<file path="src/rtl/mixed_int_accum_ctrl.sv">
// mixed_int_accum_ctrl
// Sequencing controller that sums a programmable number of signed short
// terms into one signed long accumulator. The accumulator wraps modulo
// 2^OUT_WIDTH, and a sticky flag records whether any add overflowed.
// Terms arrive on a valid/ready input and the finished result leaves on a
// valid/ready output. The result is the accumulator register itself, so
// there is no combinational path from in_data_i to out_data_o.
module mixed_int_accum_ctrl #(
  parameter int IN_WIDTH  = 8,
  parameter int OUT_WIDTH = 32,
  parameter int MAX_TERMS = 32,
  parameter int CNT_WIDTH = $clog2(MAX_TERMS + 1)
) (
  input  logic                 clk_i,
  input  logic                 rst_ni,
  input  logic                 start_i,
  input  logic [CNT_WIDTH-1:0] num_terms_i,
  input  logic                 in_valid_i,
  output logic                 in_ready_o,
  input  logic [IN_WIDTH-1:0]  in_data_i,
  output logic                 out_valid_o,
  input  logic                 out_ready_i,
  output logic [OUT_WIDTH-1:0] out_data_o,
  output logic                 out_ovf_o,
  output logic                 busy_o
);

  typedef enum logic [1:0] {
    ST_IDLE  = 2'd0,
    ST_ACCUM = 2'd1,
    ST_DONE  = 2'd2
  } state_t;

  localparam logic [CNT_WIDTH-1:0] MAX_CNT = CNT_WIDTH'(MAX_TERMS);
  localparam logic [CNT_WIDTH-1:0] ONE_CNT = CNT_WIDTH'(1);

  state_t                 state;
  state_t                 state_next;
  logic [OUT_WIDTH-1:0]   acc;
  logic                   ovf;
  logic [CNT_WIDTH-1:0]   count;
  logic [CNT_WIDTH-1:0]   target;

  logic                   start_ok;
  logic [CNT_WIDTH-1:0]   start_target;
  logic                   accept;
  logic                   last_term;
  logic [OUT_WIDTH-1:0]   ext;
  logic [OUT_WIDTH-1:0]   sum;
  logic                   add_ovf;

  // Decode the start request, saturate the term count and form the
  // sign-extended add together with its signed-overflow flag.
  always_comb begin
    start_ok     = (state == ST_IDLE) && start_i;
    start_target = (num_terms_i > MAX_CNT) ? MAX_CNT : num_terms_i;
    accept       = (state == ST_ACCUM) && in_valid_i;
    last_term    = ((count + ONE_CNT) == target);
    ext          = {{(OUT_WIDTH - IN_WIDTH){in_data_i[IN_WIDTH-1]}}, in_data_i};
    sum          = acc + ext;
    add_ovf      = (acc[OUT_WIDTH-1] == ext[OUT_WIDTH-1]) &&
                   (sum[OUT_WIDTH-1] != acc[OUT_WIDTH-1]);
  end

  // State register.
  always_ff @(posedge clk_i) begin
    if (!rst_ni) begin
      state <= ST_IDLE;
    end else begin
      state <= state_next;
    end
  end

  // Next-state logic. A zero-term request skips straight to presenting 0.
  always_comb begin
    state_next = state;
    case (state)
      ST_IDLE: begin
        if (start_i) begin
          state_next = (start_target == '0) ? ST_DONE : ST_ACCUM;
        end
      end
      ST_ACCUM: begin
        if (accept && last_term) begin
          state_next = ST_DONE;
        end
      end
      ST_DONE: begin
        if (out_ready_i) begin
          state_next = ST_IDLE;
        end
      end
      default: state_next = ST_IDLE;
    endcase
  end

  // Accumulator, term counter, target and sticky overflow. Once the result
  // has been handed off, acc keeps its value until the next start clears it.
  always_ff @(posedge clk_i) begin
    if (!rst_ni) begin
      acc    <= '0;
      ovf    <= 1'b0;
      count  <= '0;
      target <= '0;
    end else if (start_ok) begin
      acc    <= '0;
      ovf    <= 1'b0;
      count  <= '0;
      target <= start_target;
    end else if (accept) begin
      acc    <= sum;
      ovf    <= ovf | add_ovf;
      count  <= count + ONE_CNT;
    end
  end

  // Handshake and status outputs depend on the state alone.
  always_comb begin
    in_ready_o  = 1'b0;
    out_valid_o = 1'b0;
    busy_o      = 1'b0;
    case (state)
      ST_ACCUM: begin
        in_ready_o = 1'b1;
        busy_o     = 1'b1;
      end
      ST_DONE: begin
        out_valid_o = 1'b1;
        busy_o      = 1'b1;
      end
      default: begin
        in_ready_o  = 1'b0;
        out_valid_o = 1'b0;
        busy_o      = 1'b0;
      end
    endcase
  end

  assign out_data_o = acc;
  assign out_ovf_o  = ovf;

endmodule
</file>
<file path="config.mk">
export PLATFORM = sky130hd
export DESIGN_NAME = mixed_int_accum_ctrl
export DESIGN_NICKNAME = d
export VERILOG_FILES = /design/src/rtl/mixed_int_accum_ctrl.sv
export SDC_FILE = /design/constraint.sdc
export NUM_CORES = 1
export LEC_CHECK = 0
export BUFFER_PORTS_ARGS = -buffer_cell sky130_fd_sc_hd__buf_2
export CELL_PAD_IN_SITES_DETAIL_PLACEMENT = 1
export CELL_PAD_IN_SITES_GLOBAL_PLACEMENT = 2
export CORE_MARGIN = 3
export CORE_UTILIZATION = 36
export CTS_CLUSTER_DIAMETER = 60
export DETAILED_ROUTE_END_ITERATION = 12
export PLACE_DENSITY = 0.94
export SLEW_MARGIN = 20
export SYNTH_ARGS = -nofsm -noshare
export SYNTH_HDL_FRONTEND = slang
export SYNTH_SLANG_ARGS = --single-unit
</file>
<file path="constraint.sdc">
create_clock -name clk_i -period 7.1 [get_ports clk_i]
set_input_delay 0.71 -clock clk_i [delete_from_list [all_inputs] [get_ports clk_i]]
set_output_delay 0.71 -clock clk_i [all_outputs]
set_load 0.1 [all_outputs]
</file>
==> Yosys cells after proc, flatten, opt, wreduce, memory -nomap -nowiden <==
Cells that the tools add are included.
{ "totals": {"register_bits": 47, "in_bits": 19, "out_inout_bits": 36, "word_cells": 36} }
{ "op_classes": {"addsub": 2, "n_lt_le_gt_ge": 1, "n_eq_ne": 8, "n_mux": 9, "bitwise": 2, "n_reduce_logical": 9} }
{ "op_table": {"columns": ["operator", "n"], "rows": [
  ["$add 32x32->32", 1],
  ["$mux 2", 4],
  ["$add 6x1->6 const B", 1],
  ["$eq 6x6->1", 1],
  ["$gt 6x6->1 const B", 1],
  ["$logic_not 6->1", 1],
  ["$mux 6", 1],
  ["$pmux 2 s3", 1],
  ["$logic_and 1x1->1", 4],
  ["$ne 2x2->1 const B", 2],
  ["$reduce_or 2->1", 2],
  ["$mux 1", 3],
  ["$reduce_and 3->1", 1],
  ["$eq 2x1->1 const B", 1],
  ["$eq 2x2->1 const B", 1],
  ["$logic_not 2->1", 1],
  ["$ne 2x1->1 const B", 1],
  ["$eq 1x1->1", 1],
  ["$ne 1x1->1", 1],
  ["$not 1->1", 1],
  ["$or 1x1->1", 1]
]} }

==> Logic depth before layout (Yosys ltp) <==
Gate-level depths: netlist of the first run.
{ "logic_depth": {"depth_word": 6, "mapped_depth": 11, "ltp_nobuf": 11} }

==> Worst setup path after synthesis of the first run <==
OpenSTA, ideal clock, no wires.
{ "synth_timing": {"path_kind": "reg2reg", "from": "reg acc[2] (netlist: out_data_o[2])", "to": "reg acc[31] (netlist: out_data_o[31])", "setup_time_ps": 70, "t_arrival_ps": 3382, "t_required_ps": 7030, "slack_ps": 3647, "path_stages_with_launch": 11, "path_buffers": 0, "synth_period_minus_slack_ps": 3453, "path_cell_list": "dfxtp_1 > ha_1 > a21oi_1 > a211oi_1 > o2111ai_1 > a211oi_2 > or4b_1 > a41o_2 > xnor2_1 > or3_1 > a21oi_1"} }
{ "synth_via": {"elab_chain_len": 1} }
{ "synth_rtl": {"columns": ["element", "line_no", "text"], "rows": [
  ["from (decl)", "39", "logic [OUT_WIDTH-1:0] acc;"],
  ["from (signal assigned)", "111", "acc <= sum;"],
  ["$add 32x32->32", "60", "sum = acc + ext;"]
]} }
Every way passes these cells.
A chain may end at the register's enable or synchronous reset.

==> Final worst setup path of the first run <==
{ "layout_timing": {"from": "in in_data_i[7]", "to": "reg acc[31] (netlist: out_data_o[31])"} }
{ "layout_via": {"elab_chain_len": 1} }
{ "layout_rtl": {"columns": ["element", "line_no", "text"], "rows": [
  ["from (decl)", "20", "input logic [IN_WIDTH-1:0] in_data_i,"],
  ["$add 32x32->32", "60", null]
]} }
Every way passes these cells.

==> metrics.txt, run 1 <==
post-route cell area 3989 sq um; Avg Cell Area, Syn 7.697 sq um; cell accounting for the most synthesized area dfxtp_1; pre-CTS WS 3.238 ns; Placed Cells 622; Final #Nets 555; Peak VDD IR 0.0001635 V; clock latency on the worst-skew pair 0.31 ns; initial antenna violation count 0; post-cts hold buffer count 0; Worst Skew 0.003896 ns; Initial Utilization 37.55%; ANT nets after route 0; final hold violations 0; Total GRT Usage 18.48%; first-pass GRT wire length 17030 um; Crit Path Class in2reg; Rel. slew slack 58.40%; crit end category register; Critical path origin in_data_i[7]; FFs w/ async S/R, synth 0%; # diodes 0; clock sink count 47; CTS clk-pin slew, worst paths 0.10 ns; CTS Root Buffer Type clkbuf_8; area post-placement 3889 sq um; post-route setup slack 3.545 ns; CP required 7.35 ns; Pleak 1.773 nW; most frequent cells in the layout nand2_1, a21oi_1, buf_2; number of buffers added for setup after CTS 0; RSZ-0062 raised after global routing false; Die X 104.6 um; Slew Limit Fails 0; Avg Vias per Cell 5.552; final setup vio count 0; Routed wire per std cell 16.02 um; fmax 281.3 MHz; TritonCTS Buffers 5; CTS tree yes; R2R Path Start out_data_o[12]; via count 3498; setup_tns 0 ns; routed wire length 10090 um; CORE AREA 9328 sq um; RePlAce Congestion 0.8082; largest net degree at the start of global routing 45; layout cell share with drive strength beyond 1 14.17%; die area 10950 sq um; Max FO, Critical Path 27; number of global-route vias before repair 3585; Warnings, synthesis 0; total power 0.0007672 W; Post-Layout Cell Count 630; H-tree depth 2; Die Y 104.6 um; status complete, no violations; Max Root-Sink Buffers 2; HP Start out_data_o[0]; Synth top area share 26.87%; number of remaining DRC errors 0; worst min-delay path class reg2reg; maxcap violations 0; router iterations before antenna repair 4; Worst-Margin Slew 0.6239 ns; syn nets 510; post-synthesis sequential area ratio 26.87%; gr ovfl total 0; 1st-iter DRT viols 84; prevailing post-synth register cell dfxtp_1; Mapped Cells 455; Post-synth EDFFs 0; Area Overhead vs Synth 13.90%; most common cell after layout, fill and taps aside nand2_1; synthesized area 3502 sq um; I/O Buffers 54; nature of the critical path startpoint input port; Row Count 35; Synth cell types 48; #FFs+latches synth 47; I/O pin count 55; PwrDens 192.3 nW/um^2; Tcrit/Tclk final 50.07%; detailed placement HPWL 7560 um; Min Clock Period, post-route 3.555 ns; top cells by area, synth dfxtp_1, ha_1, a21oi_1; post_cts resized 0; Crit path arrival time 3.80 ns
==> final cells by class <==
class | count | area, sq um
Fill cell | 1182 | 5339
Multi-Input combinational cell | 379 | 2452
Sequential cell | 47 | 940.9
Timing Repair Buffer | 58 | 300.3
Tap cell | 129 | 161.4
Clock buffer | 8 | 100.1
Inverter | 9 | 33.78
==> kinds of logic after synthesis <==
family,share of synthesized area [%]
muxes,0.5717
xor gates and xnor gates,8.003
and+or+nand+nor,24.65
buffers and inverters,3.108
AOI/OAI and AO/OA,23.72
DFF,26.87
adders and majority gates,13.08
==> metal layers <==
layer	vias up	GRT usage [%]	share of wire (%)
met5	-	0	0
met4	0	5.717	1.9
met3	15	3.088	4.0
met2	62	31.60	47
met1	1677	23.77	47
li1	1744	-	-
==> synthesized netlist by cell type, types with 2 or more instances <==
library cell,instances
a211oi_1,7
a21boi_0,3
a21o_1,16
a21oi_1,61
a221o_1,2
a311o_1,2
a31oi_1,3
and2_1,6
and3_1,6
buf_1,3
clkbuf_1,17
dfxtp_1,47
ha_1,35
inv_1,9
mux2i_1,2
nand2_1,65
nand2b_1,3
nand3_1,23
nand4_1,11
nor2_1,21
nor2b_1,8
nor3_1,9
nor3b_1,5
nor4_1,3
o21a_1,3
o21ai_0,21
o21bai_1,4
o22ai_1,2
o31ai_1,2
or3_1,5
or4_1,4
xnor2_1,21
xor2_1,11
==> worst max-delay path: stages <==
cell,delay (ns)
buf_2,0.49
ha_1,0.40
a21oi_1,0.25
o22ai_1,0.12
nor3_1,0.31
a211oi_2,0.13
or4b_1,0.53
a41o_2,0.29
xnor2_1,0.13
or3_1,0.32
a21oi_1,0.13
==> power by group <==
part           internal [W]  total (W)  leakage [nW]  switching [W]
Sequential         0.000277   0.000288         0.380      0.0000115
Clock             0.0000893   0.000191        0.0515       0.000102
Combinational     0.0000738   0.000288          1.34       0.000214
Total              0.000440   0.000767          1.77       0.000327
==> worst paths after layout <==
check	to	slack, ns	depth (start not counted)
setup / recovery	out_data_o[31]	3.54	11
hold / removal	out_data_o[0]	0.48	2
setup reg to reg	out_data_o[31]	4.14	10
hold reg to reg	out_data_o[0]	0.48	2
==> sequential cells by signal, summed over array words and instances, names as in the netlist <==
signal      count
count           6
out_data_o     32
out_ovf_o       1
state           2
target          6
==> through the flow <==
step / util, % / hold WS (ns)
3_5_place_dp: 41.69 / 0.4711
3_3_place_gp: 41.69 / 0.4574
4_1_cts: 42.76 / 0.4847
2_1_floorplan: - / 0.4553
6_report: 42.76 / 0.4798
5_1_grt: 42.76 / 0.5042
Power figures use the tool's default switching activity.
==> inputs of run 2 (changes only) <==
- CORE_UTILIZATION: 36 -> 33
- PLACE_DENSITY: 0.94 -> 0.88
- clock period: 7.1 -> 3.71 ns (I/O delays scaled with it)
==> run 2 against run 1 <==
First-iteration DRC count up 43%; global-route usage down 0.44 points; combinational power up 93%; count of clock-buffer cells in the layout down 1; power up 85%; via count down 0.83%; final area about the same; critical path depth down 1; critical endpoint unchanged.
==> metrics.txt, run 2 (synthesis gave the netlist of run 1 again) <==
status complete, no violations; CTS clk-pin slew, worst paths 0.09 ns; area post-placement 3909 sq um; Row Count 36; first-pass GRT wire length 17420 um; Area Overhead vs Synth 13.93%; Total GRT Usage 18.04%; post-route cell area 3990 sq um; total power 0.001418 W; CTS tree yes; Pleak 1.773 nW; met3 wire len 372 um; final core occ 39.72%; number of global-route vias before repair 3580; critical path's top delay family compound AO/OA/AOI/OAI gates; Crit Path Class reg2reg; Sequential Power Share 38.9%; PwrDens 355.4 nW/um^2; number of remaining DRC errors 0; switching power share of the total 43.13%; detailed placement HPWL 7929 um; layout cell share with drive strength beyond 1 14.31%; Die Y 109.0 um; 1st-iter DRT viols 120; Comb power frac 39.3%; maxcap violations 0; critical-path cell list ha_1, a21oi_2, o21ai_0, o2111ai_1, a211oi_2, or4b_1, a41o_2, xnor2_1, or3_1, a21oi_1; CP peak stage delay 0.54 ns; clock latency on the worst-skew pair 0.30 ns; post_cts resized 0; routed wire length 10180 um; Max Root-Sink Buffers 2; nature of the critical path startpoint register; most frequent cells in the layout nand2_1, a21oi_1, buf_2; wire length on met1 4935 um; # diodes 0; Clock Power Share 21.8%; Worst-Margin Slew 0.8430 ns; largest net degree at the start of global routing 30; worst path bufs/invs 0; Worst Skew 0.009496 ns; NetSw 0.0006116 W; crit end category register; H-tree depth 2; Slew Limit Fails 0; CP required 3.94 ns; Initial Utilization 34.87%; Max FO, Critical Path 4; Die X 109.0 um; highest metal used met4; TritonCTS Buffers 5; setup_tns 0 ns; post-cts hold buffer count 0; Peak VDD IR 0.0003809 V; CTS Root Buffer Type clkbuf_8; I/O Buffers 54; CORE AREA 10040 sq um; via count 3469; WHS 0.3899 ns; Avg Vias per Cell 5.454; I/O pin count 55; Routed wire per std cell 16.01 um; ANT nets after route 0; Rel. slew slack 43.80%; die area 11880 sq um; cell internal pwr 0.0008066 W; RePlAce Congestion 0.8613; RSZ-0062 raised after global routing false; final hold violations 0; router iterations before antenna repair 4; most common cell after layout, fill and taps aside nand2_1; highest-delay cell along the critical path or4b_1; initial antenna violation count 0; Tcrit/Tclk final 80.93%; Min Clock Period, post-route 3.003 ns; final setup vio count 0; number of buffers added for setup after CTS 0; fmax 333.1 MHz; worst min-delay path class in2reg; routed wl met2 4819 um; Final #Nets 557; clock sink count 47; gr ovfl total 0; Crit path arrival time 3.23 ns; Largest register FFs 32
==> run 2: worst paths after layout <==
| path | from | endpoint | slack (ns) | depth (start not counted) |
|---|---|---|---|---|
| setup reg to reg | out_data_o[4] | out_data_o[31] | 0.71 | 10 |
| setup / recovery | out_data_o[4] | out_data_o[31] | 0.71 | 10 |
| hold / removal | start_i | target[5] | 0.39 | 3 |
| hold reg to reg | out_data_o[6] | out_data_o[6] | 0.48 | 2 |
==> run 2: layout make-up <==
class                   instances  area (sq um)
clock buffers                   7         76.32
clock inverters                 1         5.005
fillers                      1274          6055
inverters                       9         33.78
multi-input cells             379          2452
flip-flops and latches         47         940.9
well taps                     133         166.4
repair buffers                 60         315.3
==> run 2: routing by layer <==
layer | global-route usage, % | vias to the layer above
met1 | 23.81 | 1676
met4 | 3.066 | 0
li1 | - | 1739
met2 | 31.14 | 50
met5 | 0 | -
met3 | 3.138 | 4
==> run 2: worst min-delay path: cells and delay by family <==
kind            cells  cell delay [ns]
compound gates      1             0.07
simple gates        1             0.07
buf+inv             1             0.13
==> run 2: power groups by stage <==
| stage | sequential (W) | clock [W] | combinational (W) |
|---|---|---|---|
| 2_1_floorplan | 0.000667 | 0 | 0.000332 |
| 3_3_place_gp | 0.000563 | 0 | 0.000545 |
| 3_5_place_dp | 0.000564 | 0 | 0.000557 |
| 4_1_cts | 0.000552 | 0.000332 | 0.000559 |
| 5_1_grt | 0.000555 | 0.000359 | 0.000607 |
| 6_report | 0.000551 | 0.000310 | 0.000557 |
==> run 2: through the flow <==
stage / setup WS (ns) / cells
after CTS: 0.6597 / 636
after global routing: 0.4572 / 636
after global placement: 0.5480 / 628
after detailed placement: 0.4575 / 628
after floorplan: 0.2571 / 455
final: 0.7075 / 636
==> inputs of run 3 (changes only) <==
- clock period: 3.71 -> 3.1 ns (I/O delays scaled with it)
==> run 3 against run 2 <==
Final cell count grew 2.8%; via count grew 3.2%; die area is the same; fmax grew 4.6%; clock skew shrank 0.00076 ns; largest cell class unchanged.
==> metrics.txt, run 3 (synthesis gave the netlist of run 1 again) <==
I/O Buffers 54; first-pass GRT wire length 17950 um; Row Count 36; area post-placement 4071 sq um; number of global-route vias before repair 3694; Peak VDD IR 0.0004427 V; I/O pin count 55; PwrDens 425.9 nW/um^2; CORE AREA 10040 sq um; layout cell share with drive strength beyond 1 20.35%; Die X 109.0 um; initial antenna violation count 0; detailed placement HPWL 8295 um; largest net degree at the start of global routing 30; number of remaining DRC errors 0; die area 11880 sq um; pre-CTS WS -0.06602 ns; gr ovfl total 0; most frequent cells in the layout nand2_1, a21oi_1, buf_2; CP required 3.36 ns; Worst Skew 0.008740 ns; NetSw 0.0007699 W; Routed wire per std cell 16.17 um; Largest register FFs 32; Area Overhead vs Synth 19.40%; CTS clk-pin slew, worst paths 0.10 ns; RePlAce Congestion 0.8883; Initial Utilization 34.87%; Crit Path Class reg2reg; Avg Vias per Cell 5.472; Clock Power Share 23.8%; Slew Limit Fails 0; Total GRT Usage 18.68%; total power 0.001781 W; Tcrit/Tclk final 92.60%; clock sink count 47; ANT nets after route 0; Max Root-Sink Buffers 2; 1st-iter DRT viols 145; Final #Nets 575; via count 3579; # diodes 0; crit end category register; router iterations before antenna repair 4; H-tree depth 2; Die Y 109.0 um; Sequential Power Share 37.2%; worst min-delay path class in2reg; status complete, no violations; cell internal pwr 0.001011 W; final setup vio count 0; Comb power frac 39.0%; Min Clock Period, post-route 2.871 ns; Crit path arrival time 3.13 ns; Pleak 1.876 nW; fmax 348.3 MHz; Worst-Margin Slew 0.5835 ns; CTS tree yes; Max FO, Critical Path 6; clock latency on the worst-skew pair 0.32 ns; most common cell after layout, fill and taps aside nand2_1; switching power share of the total 43.22%; maxcap violations 0; final hold violations 0; Rel. slew slack 61.00%; CTS Root Buffer Type clkbuf_8; TritonCTS Buffers 5; post-route cell area 4182 sq um; post-route setup slack 0.2293 ns; Filler Cell Count 1248; routed wire length 10570 um; post-cts hold buffer count 0; nature of the critical path startpoint register
[run 3: changes by cell type in the layout (fill, tap and decap cells not counted)]
cell,before,now
o2111ai_2,0,1
buf_4,6,23
dfxtp_1,47,35
o2111ai_1,1,0
clkbuf_8,5,6
clkinv_2,1,0
clkbuf_1,2,0
nor3_1,9,8
dfxtp_2,0,12
clkinvlp_4,0,1
clkinv_4,0,1
nor3_2,0,1
buf_12,0,1
[run 3: repair_timing]
item / 4_1_cts / 5_1_grt
buffers inserted: 0 / 0
setup endpoints to repair: 0 / 1
gates resized for setup: 0 / 2
[run 3: power groups by stage]
| stage | sequential (W) | clock (W) | combinational (W) |
|---|---|---|---|
| 6_report | 0.000662 | 0.000424 | 0.000695 |
| 3_5_place_dp | 0.000677 | 0 | 0.000695 |
| 4_1_cts | 0.000663 | 0.000439 | 0.000698 |
| 3_3_place_gp | 0.000675 | 0 | 0.000681 |
| 2_1_floorplan | 0.000800 | 0 | 0.000398 |
| 5_1_grt | 0.000668 | 0.000463 | 0.000755 |
[run 3: worst paths after layout]
path,slack (ns),start,depth (start not counted),end
setup / recovery,0.23,out_data_o[0],11,out_data_o[26]
hold / removal,0.31,start_i,3,target[5]
setup reg to reg,0.23,out_data_o[0],11,out_data_o[26]
hold reg to reg,0.47,out_data_o[6],2,out_data_o[6]
[run 3: area by class of cell]
| cell class | count | area, sq um | share of cell area, % |
|---|---|---|---|
| Multi-Input combinational cell | 379 | 2464 | 58.92 |
| Clock inverter | 2 | 16.27 | 0.3890 |
| Timing Repair Buffer | 78 | 462.9 | 11.07 |
| Tap cell | 133 | 166.4 | 3.980 |
| Clock buffer | 6 | 82.58 | 1.975 |
| Sequential cell | 47 | 955.9 | 22.86 |
| Inverter | 9 | 33.78 | 0.8079 |
[run 3: worst max-delay path, stage by stage (launching register included)]
cell	delay, ns
dfxtp_2	0.35
ha_1	0.18
fa_1	0.23
a21oi_1	0.11
o21ai_1	0.22
nand4_1	0.19
nand3_2	0.13
nand4_2	0.12
a311o_1	0.45
o31a_1	0.36
or4_1	0.40
nand3_1	0.08
[run 3: metal layers]
metal / vias to the layer above / track usage [%] / share of wire, %
met5: - / 0 / 0
met4: 0 / 4.689 / 1.6
met2: 67 / 30.48 / 46
met3: 15 / 2.960 / 4.5
li1: 1778 / - / -
met1: 1719 / 25.68 / 48
[run 3: stage by stage]
stage	instances	TNS (ns)	util (%)	hold WS [ns]
after global routing	654	-0.003955	41.63	0.3186
after detailed placement	646	-0.06602	40.53	0.4603
after CTS	654	0	41.52	0.3070
after global placement	646	0	40.53	0.4461
after floorplan	455	-0.1899	-	0.4553
final	654	0	41.63	0.3116
